## src/rtl/ps2_host_tx_pkg.sv

```systemverilog
// Shared definitions for the PS/2 host transmitter: state encoding, frame
// geometry, common keyboard command bytes and the frame builder.
package ps2_host_tx_pkg;

    localparam logic [2:0] ST_IDLE      = 3'd0;
    localparam logic [2:0] ST_INHIBIT   = 3'd1;
    localparam logic [2:0] ST_REQ       = 3'd2;
    localparam logic [2:0] ST_DATA      = 3'd3;
    localparam logic [2:0] ST_ACK       = 3'd4;
    localparam logic [2:0] ST_WAIT_IDLE = 3'd5;

    localparam int FRAME_LEN = 11;
    localparam int HOST_BITS = FRAME_LEN - 1;

    localparam logic [7:0] CMD_RESET    = 8'hFF;
    localparam logic [7:0] CMD_SET_LEDS = 8'hED;
    localparam logic [7:0] CMD_ENABLE   = 8'hF4;
    localparam logic [7:0] CMD_RESEND   = 8'hFE;

    // Host-side bits in shift order: data LSB first, odd parity, stop.
    function automatic logic [HOST_BITS-1:0] make_frame(input logic [7:0] d);
        return {1'b1, ~^d, d};
    endfunction

endpackage

```

## src/rtl/ps2_line_cond.sv

```systemverilog
// PS/2 line conditioning: 2-FF synchronizers on clock and data, a clock
// glitch filter and a one-cycle falling-edge pulse. Shared with the receiver.
module ps2_line_cond #(
    parameter int FILTER_CYCLES = 8
) (
    input  logic i_clk,
    input  logic i_rst,
    input  logic i_ps2_clk,
    input  logic i_ps2_data,
    output logic o_clk_filt,
    output logic o_data_sync,
    output logic o_fall
);

    localparam int CW = $clog2(FILTER_CYCLES + 1);
    localparam logic [CW-1:0] C_LAST = CW'(FILTER_CYCLES - 1);

    logic [1:0]    r_clk_sync;
    logic [1:0]    r_data_sync;
    logic          r_clk_filt;
    logic          r_fall;
    logic [CW-1:0] r_cnt;

    // Idle bus is high, so synchronizers and filter come out of reset at 1.
    always_ff @(posedge i_clk or posedge i_rst) begin
        if (i_rst) begin
            r_clk_sync  <= 2'b11;
            r_data_sync <= 2'b11;
            r_clk_filt  <= 1'b1;
            r_fall      <= 1'b0;
            r_cnt       <= '0;
        end else begin
            r_clk_sync  <= {r_clk_sync[0], i_ps2_clk};
            r_data_sync <= {r_data_sync[0], i_ps2_data};
            r_fall      <= 1'b0;
            if (r_clk_sync[1] == r_clk_filt) begin
                r_cnt <= '0;
            end else if (r_cnt == C_LAST) begin
                r_cnt      <= '0;
                r_clk_filt <= r_clk_sync[1];
                r_fall     <= ~r_clk_sync[1];
            end else begin
                r_cnt <= r_cnt + CW'(1);
            end
        end
    end

    assign o_clk_filt  = r_clk_filt;
    assign o_data_sync = r_data_sync[1];
    assign o_fall      = r_fall;

endmodule

```

## src/rtl/ps2_host_tx.sv

```systemverilog
// PS/2 host-to-device command transmitter driving open-drain enables.
// Define PS2_TX_RETRY_EN to retry NACK/timeout failures up to RETRY_MAX times.
module ps2_host_tx
    import ps2_host_tx_pkg::*;
#(
    parameter int INHIBIT_CYCLES = 10000,
    parameter int TIMEOUT_CYCLES = 2000000,
    parameter int FILTER_CYCLES  = 8
`ifdef PS2_TX_RETRY_EN
    ,
    parameter int RETRY_MAX      = 3
`endif
) (
    input  logic       CLK,
    input  logic       RST,
    input  logic [7:0] tx_data,
    input  logic       tx_en,
    output logic       busy,
    output logic       done,
    output logic       err,
    input  logic       ps2_clk_i,
    input  logic       ps2_data_i,
    output logic       ps2_clk_oe,
    output logic       ps2_data_oe,
    output logic       rx_inhibit
);

    localparam int IW = $clog2(INHIBIT_CYCLES + 1);
    localparam int TW = $clog2(TIMEOUT_CYCLES + 1);
    localparam logic [IW-1:0] INH_LAST = IW'(INHIBIT_CYCLES - 1);
    localparam logic [TW-1:0] TO_LAST  = TW'(TIMEOUT_CYCLES - 1);
    localparam logic [3:0]    LAST_BIT = 4'(HOST_BITS - 1);
`ifdef PS2_TX_RETRY_EN
    localparam int RW = (RETRY_MAX < 1) ? 1 : $clog2(RETRY_MAX + 1);
    localparam logic [RW-1:0] RETRY_LAST = RW'(RETRY_MAX);
    logic [RW-1:0] r_retry;
`endif

    logic [2:0]           r_state;
    logic [HOST_BITS-1:0] r_frame;
    logic [3:0]           r_bitcnt;
    logic [IW-1:0]        r_inh_cnt;
    logic [TW-1:0]        r_to_cnt;
    logic                 r_data_oe;
    logic                 r_done;
    logic                 r_err;

    logic w_clk_filt;
    logic w_data_s;
    logic w_fall;
    logic w_inh_last;
    logic w_fail;

    ps2_line_cond #(
        .FILTER_CYCLES(FILTER_CYCLES)
    ) u_line_cond (
        .i_clk      (CLK),
        .i_rst      (RST),
        .i_ps2_clk  (ps2_clk_i),
        .i_ps2_data (ps2_data_i),
        .o_clk_filt (w_clk_filt),
        .o_data_sync(w_data_s),
        .o_fall     (w_fall)
    );

    assign w_inh_last = (r_inh_cnt == INH_LAST);
    // Only evaluated in the timed states REQ..WAIT_IDLE.
    assign w_fail = (r_to_cnt == TO_LAST) || ((r_state == ST_ACK) && w_fall && w_data_s);

    always_ff @(posedge CLK or posedge RST) begin
        if (RST) begin
            r_state   <= ST_IDLE;
            r_frame   <= '0;
            r_bitcnt  <= '0;
            r_inh_cnt <= '0;
            r_to_cnt  <= '0;
            r_data_oe <= 1'b0;
            r_done    <= 1'b0;
            r_err     <= 1'b0;
`ifdef PS2_TX_RETRY_EN
            r_retry   <= '0;
`endif
        end else begin
            r_done <= 1'b0;
            r_err  <= 1'b0;
            case (r_state)
                ST_IDLE: begin
                    if (tx_en) begin
                        r_frame   <= make_frame(tx_data);
                        r_inh_cnt <= '0;
                        r_state   <= ST_INHIBIT;
`ifdef PS2_TX_RETRY_EN
                        r_retry   <= '0;
`endif
                    end
                end
                ST_INHIBIT: begin
                    if (w_inh_last) begin
                        r_data_oe <= 1'b1;
                        r_to_cnt  <= '0;
                        r_bitcnt  <= '0;
                        r_state   <= ST_REQ;
                    end else begin
                        r_inh_cnt <= r_inh_cnt + IW'(1);
                    end
                end
                ST_REQ, ST_DATA, ST_ACK, ST_WAIT_IDLE: begin
                    if (r_to_cnt != TO_LAST) begin
                        r_to_cnt <= r_to_cnt + TW'(1);
                    end
                    if (w_fail) begin
                        r_data_oe <= 1'b0;
`ifdef PS2_TX_RETRY_EN
                        if (r_retry != RETRY_LAST) begin
                            r_retry   <= r_retry + RW'(1);
                            r_inh_cnt <= '0;
                            r_state   <= ST_INHIBIT;
                        end else begin
                            r_err   <= 1'b1;
                            r_state <= ST_IDLE;
                        end
`else
                        r_err   <= 1'b1;
                        r_state <= ST_IDLE;
`endif
                    end else if (r_state == ST_WAIT_IDLE) begin
                        if (w_clk_filt && w_data_s) begin
                            r_done  <= 1'b1;
                            r_state <= ST_IDLE;
                        end
                    end else if (w_fall) begin
                        if (r_state == ST_ACK) begin
                            r_state <= ST_WAIT_IDLE;
                        end else begin
                            r_data_oe <= ~r_frame[r_bitcnt];
                            r_bitcnt  <= r_bitcnt + 4'd1;
                            r_state   <= (r_bitcnt == LAST_BIT) ? ST_ACK : ST_DATA;
                        end
                    end
                end
                default: r_state <= ST_IDLE;
            endcase
        end
    end

    // Start bit overlaps the last inhibit cycle so data is low before clock is released.
    assign ps2_clk_oe  = (r_state == ST_INHIBIT);
    assign ps2_data_oe = r_data_oe || ((r_state == ST_INHIBIT) && w_inh_last);
    assign busy        = (r_state != ST_IDLE);
    assign rx_inhibit  = busy;
    assign done        = r_done;
    assign err         = r_err;

endmodule
```

## config.mk

```make
export PLATFORM = sky130hd
export DESIGN_NAME = ps2_host_tx
export DESIGN_NICKNAME = d
export VERILOG_FILES = /design/src/rtl/ps2_host_tx_pkg.sv /design/src/rtl/ps2_line_cond.sv /design/src/rtl/ps2_host_tx.sv
export SDC_FILE = /design/constraint.sdc
export NUM_CORES = 1
export LEC_CHECK = 0
export ABC_AREA = 1
export CORE_MARGIN = 3
export CORE_UTILIZATION = 60
export DETAILED_ROUTE_END_ITERATION = 12
export PLACE_DENSITY = 0.78
export SLEW_MARGIN = 20
export SYNTH_ARGS = -nofsm -noshare
export SYNTH_HDL_FRONTEND = slang
export SYNTH_SLANG_ARGS = --single-unit
```

## constraint.sdc

```tcl
create_clock -name CLK -period 3.35 [get_ports CLK]
set_clock_uncertainty 0.1 [all_clocks]
set_input_delay 0.67 -clock CLK [delete_from_list [all_inputs] [get_ports CLK]]
set_output_delay 0.67 -clock CLK [all_outputs]
set_load 0.02 [all_outputs]
```

==> summary.txt, run 1 <==
Timing
  – Final min period: 2970 ps
  – Max Fclk: 336 MHz
  – Final Hold Fails: 0
  – RSZ-0062 raised after global routing: false
  – Slew HR: 46.1%
  – Worst-Margin Slew: 808 ps
  – Max Slew Vio Count: 0
  – Setup_tns: 0 ps
  – Hold_ws: 259 ps
  – Final WS setup: 377 ps
  – Setup violators final: 0
  – Final period util: 88.7%

Setup path
  – Critical path type: reg2out
  – Largest stage delay on the critical path: 610 ps
  – CP delay by family, top: buffers and inverters
  – WP data arrival: 2200 ps
  – Cell mode on critical path: inv_2
  – CP max FO: 13
  – CP Buf/Inv Count: 3
  – Setup crit start kind: flop
  – Worst Path Required: 2580 ps
  – Worst-path cell chain: inv_2 -> nand3_2 -> inv_2 -> nand3_1 -> nand2_1 -> clkdlybuf4s50_1
  – Critical Path End Type: output port
  – Worst path slowest cell: clkdlybuf4s50_1

Clocking
  – CTS tree: done
  – Sink Count: 65
  – Worst-path clk slew: 70 ps
  – Clock Path Buffers: 2
  – Total CTS buffers: 9
  – Insertion delay to the later sink of the worst-skew pair: 340 ps
  – Hold_buf cts: 0
  – Post-cts sizing count: 0
  – H-Tree Depth: 3
  – Clock root cell: clkbuf_8
  – Setup bufs post-CTS: 0

Synth
  – Async S/R FF share, synth: 100%
  – Syn nets: 537
  – Compound-Gate Fraction of Synth Area: 9.03%
  – Synth warnings: 0
  – Mux contribution to synthesized area: 0%
  – Largest family of logic cells by synthesized area: simple AND/OR/NAND/NOR gates
  – Seq/Total Area, Yosys: 42.5%
  – Top post-synthesis cells by area: dfrtp_1 39%, nand2_1 14%, nand3_1 6.8%
  – Post-Synthesis Cells: 519
  – Synth Area in Simple Gates: 33.6%
  – Post-synthesis adder-cell area fraction: 1.63%
  – Post-synthesis cell type count: 32
  – Synth top area share: 39.1%
  – Post-Synth XOR/XNOR Area: 5.48%
  – Synthesized area per cell: 7.40 µm²
  – Post-synthesis cell area: 3840 µm²
  – Cell with the most instances after synthesis: nand2_1
  – Post-synth top area cell: dfrtp_1
  – Synthesized flop and latch total: 65
  – Main synth FF type: dfrtp_1
  – Post-synth EDFFs: 0
  – Most frequent cells after synthesis: 139 x nand2_1, 66 x nor2_1, 60 x dfrtp_1

Die
  – Die area: 7390 µm²
  – Rows: 28
  – Die X: 86.0 µm
  – Die Ht: 86.0 µm
  – Core area: 6060 µm²
  – I/O Pins: 19
  – Initial core utilization: 63.3%

Route
  – WL final: 8050 µm
  – DR WL/cell: 13.0 µm
  – Vias per cell: 5.53
  – First DRT Iteration DRCs: 298
  – DRC: 0
  – DRT antenna net count: 0
  – First-pass iteration count of the detailed router: 5
  – Via count: 3421

Run
  – Reported max-cap violation count: 0

Place
  – Cell Area, Placed: 4060 µm²
  – Final HPWL DP: 5760 µm
  – IO Port Bufs: 18
  – Routability cong.: 0.918
  – Placement Setup Slack: 760 ps

Pwr
  – Peak supply drop: 0.490 mV
  – Power Density: 637 nW/µm²
  – Leakage power: 1.90 nW

Outcome
  – Status: completed

GRT
  – Vias in the first global route: 3295
  – Largest net degree at the start of global routing: 66
  – Initial antenna violation count: 0
  – Global Route Usage Sum: 24.7%
  – Congestion Overflow GR: 0
  – Global-route wire length before repair: 14700 µm

Cells and area
  – Diode count: 0
  – Area Overhead vs Synth: 11.2%
  – Fin util: 70.4%
  – Share of cells above drive strength 1: 9.93%
  – Nets: 557
  – Finished layout cell area: 4270 µm²

Worst hold path
  – Worst hold path type: reg2reg
layout by cell type (no fill, tap or decap), drive strengths merged, types with 2 or more instances in the layout:
cell type and instances:
a21oi 5, bufinv 2, clkbuf 11, clkdlybuf4s50 18, clkinvlp 2, dfrtp 60, dfstp 5, ha 5
inv 62, nand2 143, nand3 57, nand3b 2, nand4 10, nor2 69, nor3 5, o211ai 4
o21ai 41, o22ai 7, or2 7, xnor2 8, xor2 16
logic make-up after synthesis:
family	Yosys count
flip-flops	65
adder cells (fa/ha/maj)	5
AO/OA/AOI/OAI	59
XOR/XNOR	24
buffers and inverters	72
AND/OR/NAND/NOR	294
metrics by stage:
stage / power (mW) / instances
final: 2.72 / 619
after global routing: 2.93 / 619
after detailed placement: 2.00 / 603
after global placement: 1.98 / 603
after floorplan: 1.81 / 519
after CTS: 2.73 / 619
sequential cells by signal, indices dropped and copies added (netlist names):
signal                   cells
u_line_cond.r_data_sync      2
r_data_oe                    1
r_to_cnt                    21
u_line_cond.o_fall           1
u_line_cond.r_cnt            4
r_state                      3
u_line_cond.r_clk_sync       2
r_frame                     10
err                          1
r_inh_cnt                   14
r_bitcnt                     4
u_line_cond.o_clk_filt       1
done                         1
final cells by class:
| type | count | area (µm²) |
|---|---|---|
| Clock inverter | 5 | 80.1 |
| Tap cell | 75 | 93.8 |
| Timing Repair Buffer | 19 | 188 |
| Fill cell | 504 | 1790 |
| Sequential cell | 65 | 1630 |
| Multi-Input combinational cell | 382 | 1910 |
| Clock buffer | 11 | 131 |
| Inverter | 62 | 233 |
per-layer routing:
metal	share of wire (%)	GRT usage [%]	vias to the layer above
met5	0	0	-
met4	1.7	10.1	0
met3	3.7	3.65	12
met2	47	39.9	81
met1	48	33.3	1616
li1	-	-	1712
worst paths after layout:
check / startpoint / end / slack [ps] / depth (start not counted)
min in group asynchronous: RST / r_to_cnt[20] / 780 / 3
setup reg to reg: r_state[0] / r_to_cnt[8] / 970 / 10
max in group asynchronous: RST / r_inh_cnt[8] / 1840 / 3
setup / recovery: r_state[2] / ps2_data_oe / 380 / 6
hold reg to reg: u_line_cond.r_clk_sync[0] / u_line_cond.r_clk_sync[1] / 260 / 0
hold / removal: u_line_cond.r_clk_sync[0] / u_line_cond.r_clk_sync[1] / 260 / 0
power breakdown:
group / switching [mW] / internal (mW)
Sequential: 0.127 / 0.922
Clock: 0.304 / 0.418
Combinational: 0.643 / 0.306
No activity file was read; power rests on OpenSTA's default activity.
==> run 2: changes to the inputs <==
--- a/config.mk
+++ b/config.mk
@@ -6,10 +6,12 @@
 export NUM_CORES = 1
 export LEC_CHECK = 0
 export ABC_AREA = 1
+export CELL_PAD_IN_SITES_DETAIL_PLACEMENT = 1
+export CELL_PAD_IN_SITES_GLOBAL_PLACEMENT = 2
 export CORE_MARGIN = 3
-export CORE_UTILIZATION = 60
+export CORE_UTILIZATION = 38
 export DETAILED_ROUTE_END_ITERATION = 12
-export PLACE_DENSITY = 0.78
+export PLACE_DENSITY = 0.83
 export SLEW_MARGIN = 20
 export SYNTH_ARGS = -nofsm -noshare
 export SYNTH_HDL_FRONTEND = slang
==> run 2 against run 1 <==
Register-to-register slack improved by 120 ps. Total power decreased by 1.2%. Combinational power is 6% higher. Sequential share of layout area shrank 0.63 points. Critical path depth is the same. Wire length rose by 21%. Die area up 53%. Sequential cell count did not move. Clock-buffer cell count rose by 1. Worst hold slack worse by 0.82 ps. Clock power down 13%. First-iteration DRC count decreased by 72%. Critical path type unchanged. Highest routed layer unchanged.
==> summary.txt, run 2 (synthesis gave the netlist of run 1 again) <==
Setup path
  – Worst Path Required: 2580 ps
  – R2r startpoint: r_state[0]
  – Critical Path End Type: output port
  – CP Buf/Inv Count: 1
  – WP data arrival: 2210 ps
  – R2R Setup Slk: 1090 ps
  – Critical path type: reg2out
  – Largest stage delay on the critical path: 600 ps
  – Cell mode on critical path: nand3_1
  – Worst path slowest cell: clkdlybuf4s50_1
  – Worst R2R Path Depth: 10
  – CP max FO: 5
  – Setup crit start kind: flop
  – Worst-path cell chain: ha_1 -> nand3_1 -> nor2_1 -> nand3_1 -> nand2_1 -> clkdlybuf4s50_1
  – Terminus of the critical flop-to-flop path: r_to_cnt[4]
  – CP delay by family, top: buffers and inverters

Run
  – Reported max-cap violation count: 0

Cells and area
  – Largest regs: r_to_cnt x21, r_inh_cnt x14, r_frame x10
  – Fin util: 44.2%
  – Finished layout cell area: 4340 µm²
  – Fill cells: 1276
  – Share of cells above drive strength 1: 10.4%
  – Diode count: 0
  – Reg with most FFs: r_to_cnt
  – Nets: 559
  – Multi-input gate area: 1910 µm²
  – Max reg flops: 21
  – Area Overhead vs Synth: 13.0%
  – Commonest non-fill, non-tap cell in the layout: nand2_1
  – Sequential cell area: 1630 µm²
  – Final Instance Count excl. Fillers: 679
  – Commonest non-fill, non-tap cells in the layout: 139 x nand2_1, 66 x nor2_1, 60 x dfrtp_1

Clocking
  – Worst-path clk slew: 70 ps
  – CTS tree: done
  – H-Tree Depth: 3
  – Insertion delay to the later sink of the worst-skew pair: 350 ps
  – Post-cts sizing count: 0
  – Hold_buf cts: 0
  – Setup bufs post-CTS: 0
  – Clock root cell: clkbuf_8
  – Clock Path Buffers: 2
  – Total CTS buffers: 9
  – Sink Count: 65

GRT
  – Largest net degree at the start of global routing: 40
  – Congestion Overflow GR: 0
  – Global-route wire length before repair: 17000 µm
  – Initial antenna violation count: 0
  – Global Route Usage Sum: 18.9%
  – Vias in the first global route: 3486

Die
  – I/O Pins: 19
  – Rows: 36
  – Die X: 107 µm
  – Initial core utilization: 39.1%
  – Core area: 9820 µm²
  – Die Ht: 107 µm
  – Die area: 11300 µm²

Worst hold path
  – Hold wc startpoint: u_line_cond.r_data_sync[0]
  – Worst hold path depth: 0
  – Worst hold path type: reg2reg
  – Hold endpoint: u_line_cond.r_data_sync[1]

Pwr
  – Peak supply drop: 0.296 mV
  – Sw Pwr: 1.13 mW
  – Pwr Total: 2.69 mW
  – Sw Share: 42.0%
  – Power Density: 620 nW/µm²
  – Clock power frac: 23.5%
  – Leakage power: 1.90 nW
  – P_int: 1.56 mW
  – Gate power share: 37.5%
  – Sequential Power Share: 39.1%

Timing
  – RSZ-0062 raised after global routing: false
  – Final min period: 2980 ps
  – Setup violators final: 0
  – Max Fclk: 335 MHz
  – Max Slew Vio Count: 0
  – Worst-Margin Slew: 620 ps
  – Final Hold Fails: 0
  – Setup_tns: 0 ps
  – Final period util: 89.1%
  – Slew HR: 58.6%

Route
  – DRT antenna net count: 0
  – Vias per cell: 4.99
  – First-pass iteration count of the detailed router: 4
  – First DRT Iteration DRCs: 83
  – DRC: 0
  – Via count: 3390
  – WL final: 9770 µm
  – DR WL/cell: 14.4 µm

Place
  – Dpl cells: 663
  – Final HPWL DP: 7280 µm
  – IO Port Bufs: 18
  – Routability cong.: 0.819
  – Cell Area, Placed: 4160 µm²

Outcome
  – Status: completed
## run 2: cell count changes in the layout (fill, tap and decap cells not counted), sizes merged
cell	previous run	this run
bufinv	2	0
clkinvlp	2	3
clkbuf	11	12
buf	1	3
## run 2: how the worst max path moves through the flow
stage	endpoint	depth (start not counted)	slack, ps	from
global route	ps2_data_oe	6	170	r_inh_cnt[0]
floorplan	done	1	960	RST
CTS	ps2_data_oe	6	310	r_inh_cnt[0]
global placement	ps2_data_oe	6	780	r_inh_cnt[0]
detailed placement	ps2_data_oe	6	730	r_inh_cnt[0]
finish	ps2_data_oe	6	370	r_inh_cnt[0]
## run 2: through the flow
step	worst slack [ps]	hold slack, ps
floorplan	962	245
global placement	776	246
CTS	313	258
finish	366	258
detailed placement	725	247
global route	174	263
## run 2: cell type report
type | instances | area share, %
multi-input cells | 382 | 44.0
flip-flops and latches | 65 | 37.6
inverters | 62 | 5.36
repair buffers | 21 | 4.96
well taps | 133 | 3.84
clock buffers | 12 | 3.58
clock inverters | 4 | 0.634
## run 2: worst register-to-register path, stage by stage (launching register included)
cell and delay, ps:
dfrtp_1 460, nor2_2 90, nand2_1 160, nand3_4 240
inv_2 360, nand2_2 110, nand2_2 130, nor2_4 50
inv_2 300, nand2_1 100, o21ai_1 100
## run 2: power by group through the flow
stage                     clock (mW)  combinational (mW)  sequential, mW
after floorplan                    0               0.790            1.02
after global placement             0                1.01            1.06
after detailed placement           0                1.04            1.06
after CTS                      0.655                1.04            1.05
after global routing           0.692                1.17            1.07
final                          0.631                1.01            1.05
## run 2: metal layers
layer | up-vias | routed length (µm) | global-route usage (%) | part of all wire, %
li1 | 1707 | - | - | -
met1 | 1626 | 4780 | 25.7 | 49
met2 | 45 | 4570 | 30.3 | 47
met3 | 12 | 257 | 3.04 | 2.6
met4 | 0 | 168 | 7.49 | 1.7
met5 | - | 0 | 0 | 0
==> run 3: changes to the inputs <==
--- a/config.mk
+++ b/config.mk
@@ -10,7 +10,9 @@
 export CELL_PAD_IN_SITES_GLOBAL_PLACEMENT = 2
 export CORE_MARGIN = 3
 export CORE_UTILIZATION = 38
+export CTS_CLUSTER_DIAMETER = 60
 export DETAILED_ROUTE_END_ITERATION = 12
+export MAX_ROUTING_LAYER = met4
 export PLACE_DENSITY = 0.83
 export SLEW_MARGIN = 20
 export SYNTH_ARGS = -nofsm -noshare
==> run 3 against run 2 <==
Clock-buffer cell count stayed put. Clock power about the same. Die area unchanged. Design area unchanged. Worst hold slack about the same. Register-to-register slack hardly changed. Wire length shrank 0.13%. Sequential share of layout area stayed put. Sequential power hardly changed. Combinational power is essentially flat. Cell count stayed put. First-iteration DRC count is 9.6% higher. Critical path type unchanged. Critical endpoint unchanged. Largest cell class unchanged. Largest power group unchanged.
==> summary.txt, run 3 (synthesis gave the netlist of run 1 again) <==
Setup path
  – Crit. Startpoint: r_inh_cnt[0]
  – Worst-path cell chain: ha_1 -> nand3_1 -> nor2_1 -> nand3_1 -> nand2_1 -> clkdlybuf4s50_1
  – R2r startpoint: r_state[0]
  – Terminus of the critical flop-to-flop path: r_to_cnt[4]
  – Critical Path End Type: output port
  – Worst R2R Path Depth: 10
  – Critical path type: reg2out
  – Cell mode on critical path: nand3_1
  – Worst Path Required: 2580 ps
  – Worst path slowest cell: clkdlybuf4s50_1
  – Setup crit start kind: flop
  – WP data arrival: 2210 ps
  – CP Buf/Inv Count: 1
  – CP max FO: 5
  – R2R Setup Slk: 1090 ps
  – CP delay by family, top: buffers and inverters
  – Largest stage delay on the critical path: 600 ps

Die
  – Die Ht: 107 µm
  – Rows: 36
  – I/O Pins: 19
  – Die area: 11300 µm²
  – Core area: 9820 µm²
  – Die X: 107 µm
  – Initial core utilization: 39.1%

Clocking
  – CTS tree: done
  – H-Tree Depth: 3
  – Setup bufs post-CTS: 0
  – Insertion delay to the later sink of the worst-skew pair: 350 ps
  – Clock root cell: clkbuf_8
  – Total CTS buffers: 9
  – Clock Path Buffers: 2
  – Worst-path clk slew: 70 ps
  – Post-cts sizing count: 0
  – Sink Count: 65
  – Hold_buf cts: 0

Timing
  – Worst-Margin Slew: 618 ps
  – Final min period: 2980 ps
  – Max Slew Vio Count: 0
  – Max Fclk: 336 MHz
  – RSZ-0062 raised after global routing: false
  – Slew HR: 58.7%
  – Setup_tns: 0 ps
  – Final Hold Fails: 0
  – Setup violators final: 0
  – Hold_ws: 258 ps
  – Final period util: 88.9%

Cells and area
  – Commonest non-fill, non-tap cells in the layout: 139 x nand2_1, 66 x nor2_1, 60 x dfrtp_1
  – Max reg flops: 21
  – Reg with most FFs: r_to_cnt
  – Commonest non-fill, non-tap cell in the layout: nand2_1
  – Largest regs: r_to_cnt x21, r_inh_cnt x14, r_frame x10
  – Diode count: 0
  – Share of cells above drive strength 1: 10.4%
  – Area Overhead vs Synth: 13.0%
  – Fill cells: 1276
  – Nets: 559
  – Fin util: 44.2%

GRT
  – Initial antenna violation count: 0
  – Vias in the first global route: 3494
  – Most Crowded Layer GR: met2
  – Global-route wire length before repair: 17000 µm
  – GR Util met2: 30.3%
  – Global Route Usage Sum: 19.5%
  – Largest net degree at the start of global routing: 40
  – Congestion Overflow GR: 0
  – Routing usage on met1: 25.7%
  – Met3 usage: 3.76%

Pwr
  – Peak supply drop: 0.295 mV
  – Leakage power: 1.90 nW
  – Power Density: 620 nW/µm²
  – Pwr Total: 2.69 mW

Worst hold path
  – Hold wc startpoint: u_line_cond.r_data_sync[0]
  – Worst hold path depth: 0
  – Hold endpoint: u_line_cond.r_data_sync[1]
  – Worst hold path type: reg2reg

Route
  – First DRT Iteration DRCs: 91
  – Vias per cell: 5.00
  – DR WL/cell: 14.4 µm
  – First-pass iteration count of the detailed router: 5
  – DRC: 0
  – Via count: 3398
  – DRT antenna net count: 0
  – WL final: 9760 µm

Place
  – IO Port Bufs: 18
  – Final HPWL DP: 7280 µm
  – Routability cong.: 0.832

Run
  – Reported max-cap violation count: 0

Outcome
  – Status: completed
-- run 3: cell counts in the layout (fill, tap and decap cells not counted) --
Identical to the previous run, type by type.
-- run 3: worst max path at each step --
| stage | slack (ps) | cells after the start | endpoint |
|---|---|---|---|
| global placement | 780 | 6 | ps2_data_oe |
| global route | 170 | 6 | ps2_data_oe |
| floorplan | 960 | 1 | done |
| detailed placement | 730 | 6 | ps2_data_oe |
| finish | 370 | 6 | ps2_data_oe |
| CTS | 310 | 6 | ps2_data_oe |
-- run 3: per-stage QoR --
stage,cells,worst slack (ps),instance area (µm²)
finish,679,372,4340
global route,679,171,4340
CTS,679,313,4340
detailed placement,663,725,4160
global placement,663,776,4160
floorplan,519,962,3840
-- run 3: metal layers --
metal	routed length, µm	share of wire (%)	vias up
li1	-	-	1708
met1	4790	49	1636
met2	4570	47	40
met3	251	2.6	14
met4	149	1.5	0
met5	0	0	-
-- run 3: cell type report --
class / count / area (µm²) / area share, %
Clock buffer: 12 / 155 / 3.58
Inverter: 62 / 233 / 5.36
Tap cell: 133 / 166 / 3.84
Clock inverter: 4 / 27.5 / 0.634
Timing Repair Buffer: 21 / 215 / 4.96
Multi-Input combinational cell: 382 / 1910 / 44.0
Sequential cell: 65 / 1630 / 37.6
-- run 3: power by group --
| part | total, mW | switching, mW | internal [mW] | leakage, nW |
|---|---|---|---|---|
| combinational | 1.01 | 0.679 | 0.329 | 0.960 |
| sequential | 1.05 | 0.128 | 0.922 | 0.858 |
| clock | 0.630 | 0.322 | 0.308 | 0.0846 |
